<file path="src/rtl/pipe_ctrl_pkg.sv">
// Shared definitions for the pipeline hazard controller: stage indices,
// stage bit masks and the hazard FSM state encoding.
package pipe_ctrl_pkg;

  // Stage indices into the 6-bit stage_en / stage_vld vectors.
  localparam int unsigned ST_F       = 0;
  localparam int unsigned ST_D       = 1;
  localparam int unsigned ST_RR      = 2;
  localparam int unsigned ST_EX      = 3;
  localparam int unsigned ST_MA      = 4;
  localparam int unsigned ST_WB      = 5;
  localparam int unsigned NUM_STAGES = 6;

  // Hazard FSM states.
  typedef enum logic [1:0] {
    S_RUN     = 2'd0,
    S_LDSTALL = 2'd1,
    S_MCSTALL = 2'd2,
    S_FLUSH   = 2'd3
  } hz_state_t;

  // One-hot mask selecting a single stage.
  function automatic logic [NUM_STAGES-1:0] stg_bit(input int unsigned idx);
    stg_bit = {{(NUM_STAGES-1){1'b0}}, 1'b1} << idx;
  endfunction

endpackage

</file>
<file path="src/rtl/pipe_hazard_ctrl_fwd_sel.sv">
// fwd_sel: priority forwarding mux for one EX operand. The lowest-index
// (youngest) slot whose destination matches the source register wins;
// with no match, or with the source unused, the register-file data passes.
module fwd_sel
  import pipe_ctrl_pkg::*;
#(
  parameter int DATA_W = 16,
  parameter int REG_AW = 3,
  parameter int N_FWD  = 2
) (
  input  logic [REG_AW-1:0]       src,
  input  logic                    src_use,
  input  logic [DATA_W-1:0]       rf_data,
  input  logic [N_FWD-1:0]        slot_vld,
  input  logic [N_FWD*REG_AW-1:0] slot_rd,
  input  logic [N_FWD*DATA_W-1:0] slot_data,
  output logic [DATA_W-1:0]       data
);

  logic [N_FWD-1:0] hit;

  // Per-slot match: slot holds a valid producer of the used source register.
  always_comb begin
    hit = '0;
    for (int i = 0; i < N_FWD; i++) begin
      hit[i] = src_use & slot_vld[i] & (slot_rd[i*REG_AW +: REG_AW] == src);
    end
  end

  // Walk from oldest to youngest so the youngest matching slot overrides.
  always_comb begin
    data = rf_data;
    for (int i = N_FWD - 1; i >= 0; i--) begin
      data = hit[i] ? slot_data[i*DATA_W +: DATA_W] : data;
    end
  end

endmodule

</file>
<file path="src/rtl/pipe_hazard_ctrl.sv">
// pipe_hazard_ctrl: six-stage pipeline hazard controller. Resolves
// mispredict flushes, multi-cycle EX stalls, load-use stalls and decode
// jumps (in that priority), drives per-stage enable/valid and the fetch PC,
// and forwards EX operands from the producer slots.
// Optional build macro HAZ_STATS_EN adds saturating stall/flush cycle
// counters on ports stall_cycles and flush_cycles.
module pipe_hazard_ctrl
  import pipe_ctrl_pkg::*;
#(
  parameter int DATA_W    = 16,
  parameter int REG_AW    = 3,
  parameter int N_FWD     = 2,
  parameter int FLUSH_CYC = 2
) (
  input  logic                    clk,
  input  logic                    rst,
  input  logic [DATA_W-1:0]       pc_next,
  input  logic                    jmp_req,
  input  logic [DATA_W-1:0]       jmp_tgt,
  input  logic                    mispredict,
  input  logic [DATA_W-1:0]       br_tgt,
  input  logic                    mc_busy,
  input  logic [REG_AW-1:0]       rr_ra,
  input  logic [REG_AW-1:0]       rr_rb,
  input  logic                    rr_ra_use,
  input  logic                    rr_rb_use,
  input  logic [DATA_W-1:0]       rr_data_a,
  input  logic [DATA_W-1:0]       rr_data_b,
  input  logic [N_FWD-1:0]        fwd_vld,
  input  logic [N_FWD-1:0]        fwd_is_load,
  input  logic [N_FWD*REG_AW-1:0] fwd_rd,
  input  logic [N_FWD*DATA_W-1:0] fwd_data,
  output logic [5:0]              stage_en,
  output logic [5:0]              stage_vld,
  output logic [DATA_W-1:0]       pc_out,
  output logic                    redirect,
  output logic [DATA_W-1:0]       op_a,
  output logic [DATA_W-1:0]       op_b,
  output logic [1:0]              state
`ifdef HAZ_STATS_EN
  ,
  output logic [31:0]             stall_cycles,
  output logic [31:0]             flush_cycles
`endif
);

  localparam logic [NUM_STAGES-1:0] STG_ALL = {NUM_STAGES{1'b1}};
  localparam logic [NUM_STAGES-1:0] M_F     = stg_bit(ST_F);
  localparam logic [NUM_STAGES-1:0] M_D     = stg_bit(ST_D);
  localparam logic [NUM_STAGES-1:0] M_RR    = stg_bit(ST_RR);
  localparam logic [NUM_STAGES-1:0] M_EX    = stg_bit(ST_EX);
  localparam logic [NUM_STAGES-1:0] M_MA    = stg_bit(ST_MA);
  localparam logic [3:0]            FLUSH_LOAD = 4'(FLUSH_CYC);

  hz_state_t          state_q;
  hz_state_t          nxt_state;
  logic [3:0]         cnt_q;
  logic [3:0]         nxt_cnt;
  logic [REG_AW-1:0]  ld_rd;
  logic               load_use;
  logic [N_FWD-1:0]   fwd_mask;
  logic [DATA_W-1:0]  fwd_a;
  logic [DATA_W-1:0]  fwd_b;
  logic               unused_is_load;

  // Only slot 0 (EX) can create a load-use hazard; older load flags are informational.
  assign unused_is_load = ^fwd_is_load;
  assign ld_rd          = fwd_rd[REG_AW-1:0];

  // Load in EX feeding a used RR source; skipped in LDSTALL since that load has already moved on.
  always_comb begin
    if (state_q == S_LDSTALL) begin
      load_use = 1'b0;
    end else begin
      load_use = fwd_vld[0] & fwd_is_load[0] &
                 ((rr_ra_use & (ld_rd == rr_ra)) | (rr_rb_use & (ld_rd == rr_rb)));
    end
  end

  // Slot 0 is the bubble left behind by the stall while in LDSTALL, so it must not forward.
  always_comb begin
    fwd_mask = fwd_vld;
    if (state_q == S_LDSTALL) begin
      fwd_mask[0] = 1'b0;
    end else begin
      fwd_mask[0] = fwd_vld[0];
    end
  end

  fwd_sel #(
    .DATA_W (DATA_W),
    .REG_AW (REG_AW),
    .N_FWD  (N_FWD)
  ) u_fwd_a (
    .src       (rr_ra),
    .src_use   (rr_ra_use),
    .rf_data   (rr_data_a),
    .slot_vld  (fwd_mask),
    .slot_rd   (fwd_rd),
    .slot_data (fwd_data),
    .data      (fwd_a)
  );

  fwd_sel #(
    .DATA_W (DATA_W),
    .REG_AW (REG_AW),
    .N_FWD  (N_FWD)
  ) u_fwd_b (
    .src       (rr_rb),
    .src_use   (rr_rb_use),
    .rf_data   (rr_data_b),
    .slot_vld  (fwd_mask),
    .slot_rd   (fwd_rd),
    .slot_data (fwd_data),
    .data      (fwd_b)
  );

  // Prioritised hazard resolution: pipeline controls and next FSM state for this cycle.
  always_comb begin
    stage_en  = '0;
    stage_vld = '0;
    pc_out    = '0;
    redirect  = 1'b0;
    nxt_state = S_RUN;
    nxt_cnt   = 4'd0;
    if (rst) begin
      nxt_state = S_RUN;
      nxt_cnt   = 4'd0;
    end else if (mispredict) begin
      stage_en  = STG_ALL;
      stage_vld = STG_ALL & ~(M_D | M_RR | M_EX);
      pc_out    = br_tgt;
      redirect  = 1'b1;
      nxt_state = S_FLUSH;
      nxt_cnt   = FLUSH_LOAD;
    end else if (mc_busy) begin
      stage_en  = STG_ALL & ~(M_F | M_D | M_RR | M_EX);
      stage_vld = STG_ALL & ~M_MA;
      pc_out    = pc_next;
      nxt_state = S_MCSTALL;
      nxt_cnt   = 4'd0;
    end else if (state_q == S_FLUSH) begin
      // RR only ever holds bubbles while flushing, so load-use and jumps are not acted on.
      stage_en  = STG_ALL;
      stage_vld = STG_ALL & ~M_D;
      pc_out    = pc_next;
      if (cnt_q <= 4'd1) begin
        nxt_state = S_RUN;
        nxt_cnt   = 4'd0;
      end else begin
        nxt_state = S_FLUSH;
        nxt_cnt   = cnt_q - 4'd1;
      end
    end else if (load_use) begin
      stage_en  = STG_ALL & ~(M_F | M_D | M_RR);
      stage_vld = STG_ALL & ~M_EX;
      pc_out    = pc_next;
      nxt_state = S_LDSTALL;
      nxt_cnt   = 4'd0;
    end else if (jmp_req) begin
      stage_en  = STG_ALL;
      stage_vld = STG_ALL & ~M_D;
      pc_out    = jmp_tgt;
      redirect  = 1'b1;
      nxt_state = S_RUN;
      nxt_cnt   = 4'd0;
    end else begin
      stage_en  = STG_ALL;
      stage_vld = STG_ALL;
      pc_out    = pc_next;
      nxt_state = S_RUN;
      nxt_cnt   = 4'd0;
    end
  end

  // Operand and state outputs, forced to zero / RUN while reset is held.
  always_comb begin
    if (rst) begin
      op_a  = '0;
      op_b  = '0;
      state = 2'(S_RUN);
    end else begin
      op_a  = fwd_a;
      op_b  = fwd_b;
      state = 2'(state_q);
    end
  end

  // Hazard FSM state and flush bubble counter.
  always_ff @(posedge clk) begin
    if (rst) begin
      state_q <= S_RUN;
      cnt_q   <= 4'd0;
    end else begin
      state_q <= nxt_state;
      cnt_q   <= nxt_cnt;
    end
  end

`ifdef HAZ_STATS_EN
  // Saturating count of cycles spent in either stall state.
  always_ff @(posedge clk) begin
    if (rst) begin
      stall_cycles <= 32'd0;
    end else if (((state_q == S_LDSTALL) || (state_q == S_MCSTALL)) &&
                 (stall_cycles != 32'hFFFF_FFFF)) begin
      stall_cycles <= stall_cycles + 32'd1;
    end else begin
      stall_cycles <= stall_cycles;
    end
  end

  // Saturating count of cycles spent flushing after a mispredict.
  always_ff @(posedge clk) begin
    if (rst) begin
      flush_cycles <= 32'd0;
    end else if ((state_q == S_FLUSH) && (flush_cycles != 32'hFFFF_FFFF)) begin
      flush_cycles <= flush_cycles + 32'd1;
    end else begin
      flush_cycles <= flush_cycles;
    end
  end
`endif

endmodule

</file>
<file path="config.mk">
export PLATFORM = sky130hd
export DESIGN_NAME = pipe_hazard_ctrl
export DESIGN_NICKNAME = d
export VERILOG_FILES = /design/src/rtl/pipe_ctrl_pkg.sv /design/src/rtl/pipe_hazard_ctrl_fwd_sel.sv /design/src/rtl/pipe_hazard_ctrl.sv
export SDC_FILE = /design/constraint.sdc
export NUM_CORES = 1
export LEC_CHECK = 0
export BUFFER_PORTS_ARGS = -buffer_cell sky130_fd_sc_hd__clkbuf_2
export CORE_AREA = 2 2 76 78
export DETAILED_ROUTE_END_ITERATION = 12
export DIE_AREA = 0 0 78 80
export PLACE_DENSITY = 0.92
export SLEW_MARGIN = 30
export SYNTH_ARGS = -nofsm -noshare
export SYNTH_HDL_FRONTEND = slang
export SYNTH_HIERARCHICAL = 1
export SYNTH_SLANG_ARGS = --single-unit
</file>
<file path="constraint.sdc">
create_clock -name clk -period 3.6 [get_ports clk]
set_input_delay 0.54 -clock clk [delete_from_list [all_inputs] [get_ports clk]]
set_output_delay 0.54 -clock clk [all_outputs]
set_load 0.02 [all_outputs]
</file>
Word level (Yosys, flattened, before mapping)
Index checks and enable logic that the tools add are counted.

Memory bits (read-only): 0. Word-level logic and storage cells: 67. Register bits: 6. Bits in latches: 0. Memories: 0. Output and inout bits: 63. Input port bits: 135. Bits in writable memories: 0.

Equal/unequal tests: 6. Multipliers: 0. Multiplexer cells: 41. Reductions and logical operators: 1. Shift operators: 0. Add/subtract/negate cells: 1. Divide/modulo/power cells: 0. Magnitude comparators: 1. Bitwise gates (word level): 14.

Operator list (count): 16-bit two-way mux (12); 2-bit two-way mux (10); 4-bit two-way mux (4); 1-bit AND (12); 3-bit == test (4); 6-bit two-way mux (2); 5-bit two-way mux (2); 1-bit two-way mux (9); 3-bit two-way mux (2); 5-bit OR reduction (1); 4-bit by 1-bit less-or-equal comparator with 1-bit output, second input constant (1); 4-bit by 1-bit subtractor with 4-bit output, second input constant (1); 2-bit by 1-bit == test with 1-bit output, second input constant (1); 2-bit == test, second input constant (1); 1-bit inverter (1); 1-bit bitwise OR (1).

Longest topological paths before layout
Word-level depth: 10. Depth in mapped cells: 8. Depth with buffers taken out: 7.

Modules after synthesis
Netlist, hierarchy kept.

Modules (own cells, without submodules): pipe_hazard_ctrl (sequential area each 120.1 um2, area an instance 1134.8 um2, cells each 170, times used 1); fwd_sel (sequential area each 0.0 um2, area an instance 434.2 um2, cells each 62, times used 2).

Worst setup path before layout
Ideal clock, no wire load.

Path kind: input port to output port. From: in fwd_vld[0]. To: out op_a[5]. Arrival: 2.051 ns. Setup slack: 1.009 ns. Stages on the path: 7. Required time: 3.060 ns. Path buffers: 1. Cell sequence: a21boi_2 -> nand2_1 -> nor4_1 -> clkbuf_1 -> nand2_1 -> o21ai_2 -> nor2b_1.

Longest elaborated chain between the ends: 5.

Ends and longest elaborated chain: from (decl) (line pipe_hazard_ctrl.sv:29) `input logic [N_FWD-1:0] fwd_vld,`; 1-bit two-way mux (line pipe_hazard_ctrl.sv:83) `if (state_q == S_LDSTALL) begin`; 1-bit AND (2 in a row) (line pipe_hazard_ctrl_fwd_sel.sv:26) `hit[i] = src_use & slot_vld[i] & (slot_rd[i*REG_AW +: REG_AW] == src);`; 16-bit two-way mux (line pipe_hazard_ctrl_fwd_sel.sv:34) `data = hit[i] ? slot_data[i*DATA_W +: DATA_W] : data;`; via fwd_a[5] (line pipe_hazard_ctrl.sv:62) `logic [DATA_W-1:0] fwd_a;`; 16-bit two-way mux (line pipe_hazard_ctrl.sv:178) `if (rst) begin`; to (decl) (line pipe_hazard_ctrl.sv:37) `output logic [DATA_W-1:0] op_a,`.

The timed path passes the listed nets, and every way through them passes these cells.

Final worst setup path
From: in fwd_rd[0]. To: out pc_out[12].

Longest elaborated chain between the ends: 10. Elaborated cells between the ends (all ways): 12. Those cells by class: 2 x eq/ne; 6 x mux; 4 x bitwise.

Ends and longest elaborated chain: from (decl) (line pipe_hazard_ctrl.sv:31) `input logic [N_FWD*REG_AW-1:0] fwd_rd,`; 3-bit == test (line pipe_hazard_ctrl.sv:76) `((rr_ra_use & (ld_rd == rr_ra)) | (rr_rb_use & (ld_rd == rr_rb)));`; 1-bit AND (line pipe_hazard_ctrl.sv:76); 1-bit bitwise OR * (line pipe_hazard_ctrl.sv:76); 1-bit AND * (line pipe_hazard_ctrl.sv:75) `load_use = fwd_vld[0] & fwd_is_load[0] &`; 1-bit two-way mux * (line pipe_hazard_ctrl.sv:72) `if (state_q == S_LDSTALL) begin`; 16-bit two-way mux * (line pipe_hazard_ctrl.sv:154) `end else if (load_use) begin`; 16-bit two-way mux * (line pipe_hazard_ctrl.sv:142) `end else if (state_q == S_FLUSH) begin`; 16-bit two-way mux * (line pipe_hazard_ctrl.sv:136) `end else if (mc_busy) begin`; 16-bit two-way mux * (line pipe_hazard_ctrl.sv:129) `end else if (mispredict) begin`; 16-bit two-way mux * (line pipe_hazard_ctrl.sv:126) `if (rst) begin`; to (decl) (line pipe_hazard_ctrl.sv:35) `output logic [DATA_W-1:0] pc_out,`.

Mark *: on every way between the ends. The rest lies on a longest branch, timed or not.

==> results.md <==
- Final Max Slew Viols: 0
- First-pass GRT wire length: between 10000 and 15000 um
- Sequential fraction of the synthesis area: 0.05996
- Largest net degree at the start of global routing: 38
- Fill cells: between 500 and 600
- Ys Warns: 6
- Area of the multi-input gates: 0.001698 mm^2
- Number of remaining DRC errors: 0
- Die Ht: 80 um
- Top-count cell post-synth: nand2_1
- Number of synthesized flops with an enable pin: 0
- Htree depth: 1
- Mapped Avg Cell Area: slightly below 7 um^2
- Tot GR Track Use: 0.2197
- Post-CTS Setup Inserts: 0
- CTS buffer count: 3
- Worst-path maximum fanout: 19
- Final worst setup slack: roughly 720 ps
- Distinct cell type count after synthesis: 31
- Power Dens Cells: 174.8 mW/mm^2
- Final nets: 610
- Final setup violation count: 0
- Sw Share: 0.4422
- Int Power: 0.2930 mW
- Area growth syn-to-layout: 50.03%
- Post-DR wirelength/cell: approximately 13 um
- Fin util: 0.5560
- Post-route ant nets: 0
- Clock Path Buffers: 2
- Startpoint types: primary input
- CP Data Arrival Time: approximately 2300 ps
- Skew-Pair Late Insertion Delay: 220 ps
- Period utilization: 0.8008
- Total power draw: approximately 0.53 mW
- Layout cell share with drive strength beyond 1: 0.4735
- Post-Syn Area: 0.002003 mm^2
- Gp weighted congestion: around 0.85
- Sequential power share: 0.134
- Drt first pass iters: 4
- Post-CTS Resized: 0
- Hold crit path type: reg -> reg
- Die area: between 0.006 and 0.007 mm^2
- Vias in the first global route: between 2000 and 3000
- FP Rows: 27
- Post-Synthesis Net Count: between 400 and 500
- Synth Register Bits: 6
- Initial antenna violation count: 0
- Cells after synthesis: ~290
- Worst Path Required: 3060 ps
- # diodes: 0
- Pre-CTS setup slack: slightly above 700 ps
- Status: finished clean
- Max Freq: 0.3469 GHz
- Finished Layout Cells: between 500 and 600
- Initial DRC count: 51
- # hold bufs at CTS: 0
- CTS tree: yes
- Placed insts: 540
- Switch Pwr: about 0.23 mW
- Min-Delay Path Depth: 1
- Initial core utilization: 0.3706
- Worst Skew: around 2.6 ps
- Comb power frac: 0.678
- Vias per cell: approximately 5.1
- Wirelength, routed: ~7300 um
- Top FF cell, synth: dfxtp_1
- Top-area cell type share of the netlist area: 0.1599
- Endpoint class of the critical path: output port
- Max transition margin: 0.5984
- Max Cap Violations: 0
- Area leader, netlist: mux2i_1
- Setup TNS: 0 ps
- Post-DP HPWL: between 5000 and 6000 um
- Max VDD drop: between 70 and 80 uV
- Core area: between 0.005 and 0.006 mm^2
- RSZ-0062 raised after global routing: false
- Reg2Reg Depth: 6
- Top cells by area, synth: mux2i_1 16%, a211oi_1 12%, nor2b_1 10%
- Hold Violations, Final: 0
- Post-synth ARST share: 0
- Leak: approximately 1.4 nW
- Grt total ovfl: 0
- Crit Path Class: in -> out
- Sink Count: 6
- Crit path time final: just under 3000 ps
- DR vias: between 2000 and 3000
- Die width: 78 um
- Top cells by count, synth: 38 x nand2_1, 33 x nor2b_1, 32 x a211oi_1, 32 x mux2i_1, 28 x o21ai_0
- Root Driver: clkbuf_8
- Register Area: around 120 um^2
- Clock Pin Slew Worst Setup and Hold Paths: around 30 ps
- Port bufs: just under 200
- Worst-margin pin slew: 602.4 ps
- Clock network power share: 0.187
- IO Count: 198
[critical path, stage by stage]
cell	delay [ps]
clkbuf_2	140
xnor2_1	140
and4_1	220
o211ai_4	140
buf_4	250
and2_1	550
a211oi_1	160
clkbuf_2	200
[stage by stage]
step                      hold slack, ps  area, um^2
after floorplan                    430.1        2003
after global placement             450.8        2964
after detailed placement           468.3        2964
after CTS                          475.8        3005
after global routing               494.2        3005
final                              471.2        3005
[kinds of logic (layout without fill, tap and decap cells)]
logic type	after synthesis	in the layout	share of synthesized area
buffers and inverters	35	212	0.09869
and+or+nand+nor	108	108	0.2767
adders and majority gates	2	2	0.01249
xor gates and xnor gates	20	20	0.08745
DFF	6	6	0.05996
AOI/OAI and AO/OA	91	91	0.3048
muxes	32	32	0.1599
[placed cells by master, fill, tap and decap left out]
master | synthesis | routed
a21boi_0 | 2 | 2
buf_4 | 7 | 7
and2_1 | 1 | 1
nand2b_1 | 2 | 2
o21ai_0 | 28 | 28
nor2b_1 | 33 | 33
o21ai_1 | 10 | 10
nor2_1 | 24 | 24
dfxtp_1 | 6 | 6
nor4_2 | 0 | 2
o21a_1 | 4 | 4
and3_1 | 1 | 1
ha_1 | 2 | 2
o211ai_4 | 1 | 1
a21oi_1 | 3 | 3
nor3_1 | 3 | 3
clkbuf_8 | 0 | 3
xor2_1 | 12 | 12
a211oi_1 | 32 | 32
clkbuf_2 | 0 | 196
nor4_4 | 2 | 2
nand2_1 | 38 | 38
and4_4 | 1 | 1
and4_1 | 1 | 1
xnor2_1 | 8 | 8
o21ai_2 | 10 | 10
mux2i_1 | 32 | 32
inv_1 | 6 | 6
a21boi_2 | 1 | 1
[flip-flops by register name (all words and copies together) (netlist names)]
name,count
cnt_q,4
state_q,2
[layout make-up]
| type | count | share of cell area |
|---|---|---|
| multi-input combinational | 253 | 0.5649 |
| timing repair buffer | 203 | 0.3439 |
| sequential | 6 | 0.03997 |
| tap | 72 | 0.02998 |
| clock buffer | 3 | 0.01374 |
| inverter | 6 | 0.007494 |
[per-layer routing]
metal	track usage	up-vias	routed length [um]
met4	0.09298	0	172
met1	0.1943	1226	2685
met3	0.04072	16	581
met2	0.4716	148	3842
li1	-	1389	-
met5	0	-	0
[worst paths after layout]
path,start,to,slack (ps)
worst min register to register,cnt_q[0],cnt_q[0],470
worst max register to register,state_q[1],state_q[0],2160
worst min-delay path,cnt_q[0],cnt_q[0],470
worst max-delay path,fwd_rd[0],pc_out[12],720
[power by group through the flow]
stage | sequential [mW] | combinational [mW] | clock [mW]
3_3_place_gp | 0.0713 | 0.346 | 0
6_report | 0.0704 | 0.356 | 0.0985
3_5_place_dp | 0.0714 | 0.356 | 0
4_1_cts | 0.0704 | 0.358 | 0.0995
2_1_floorplan | 0.0710 | 0.212 | 0
5_1_grt | 0.0707 | 0.387 | 0.105
Power figures use the tool's default switching activity.
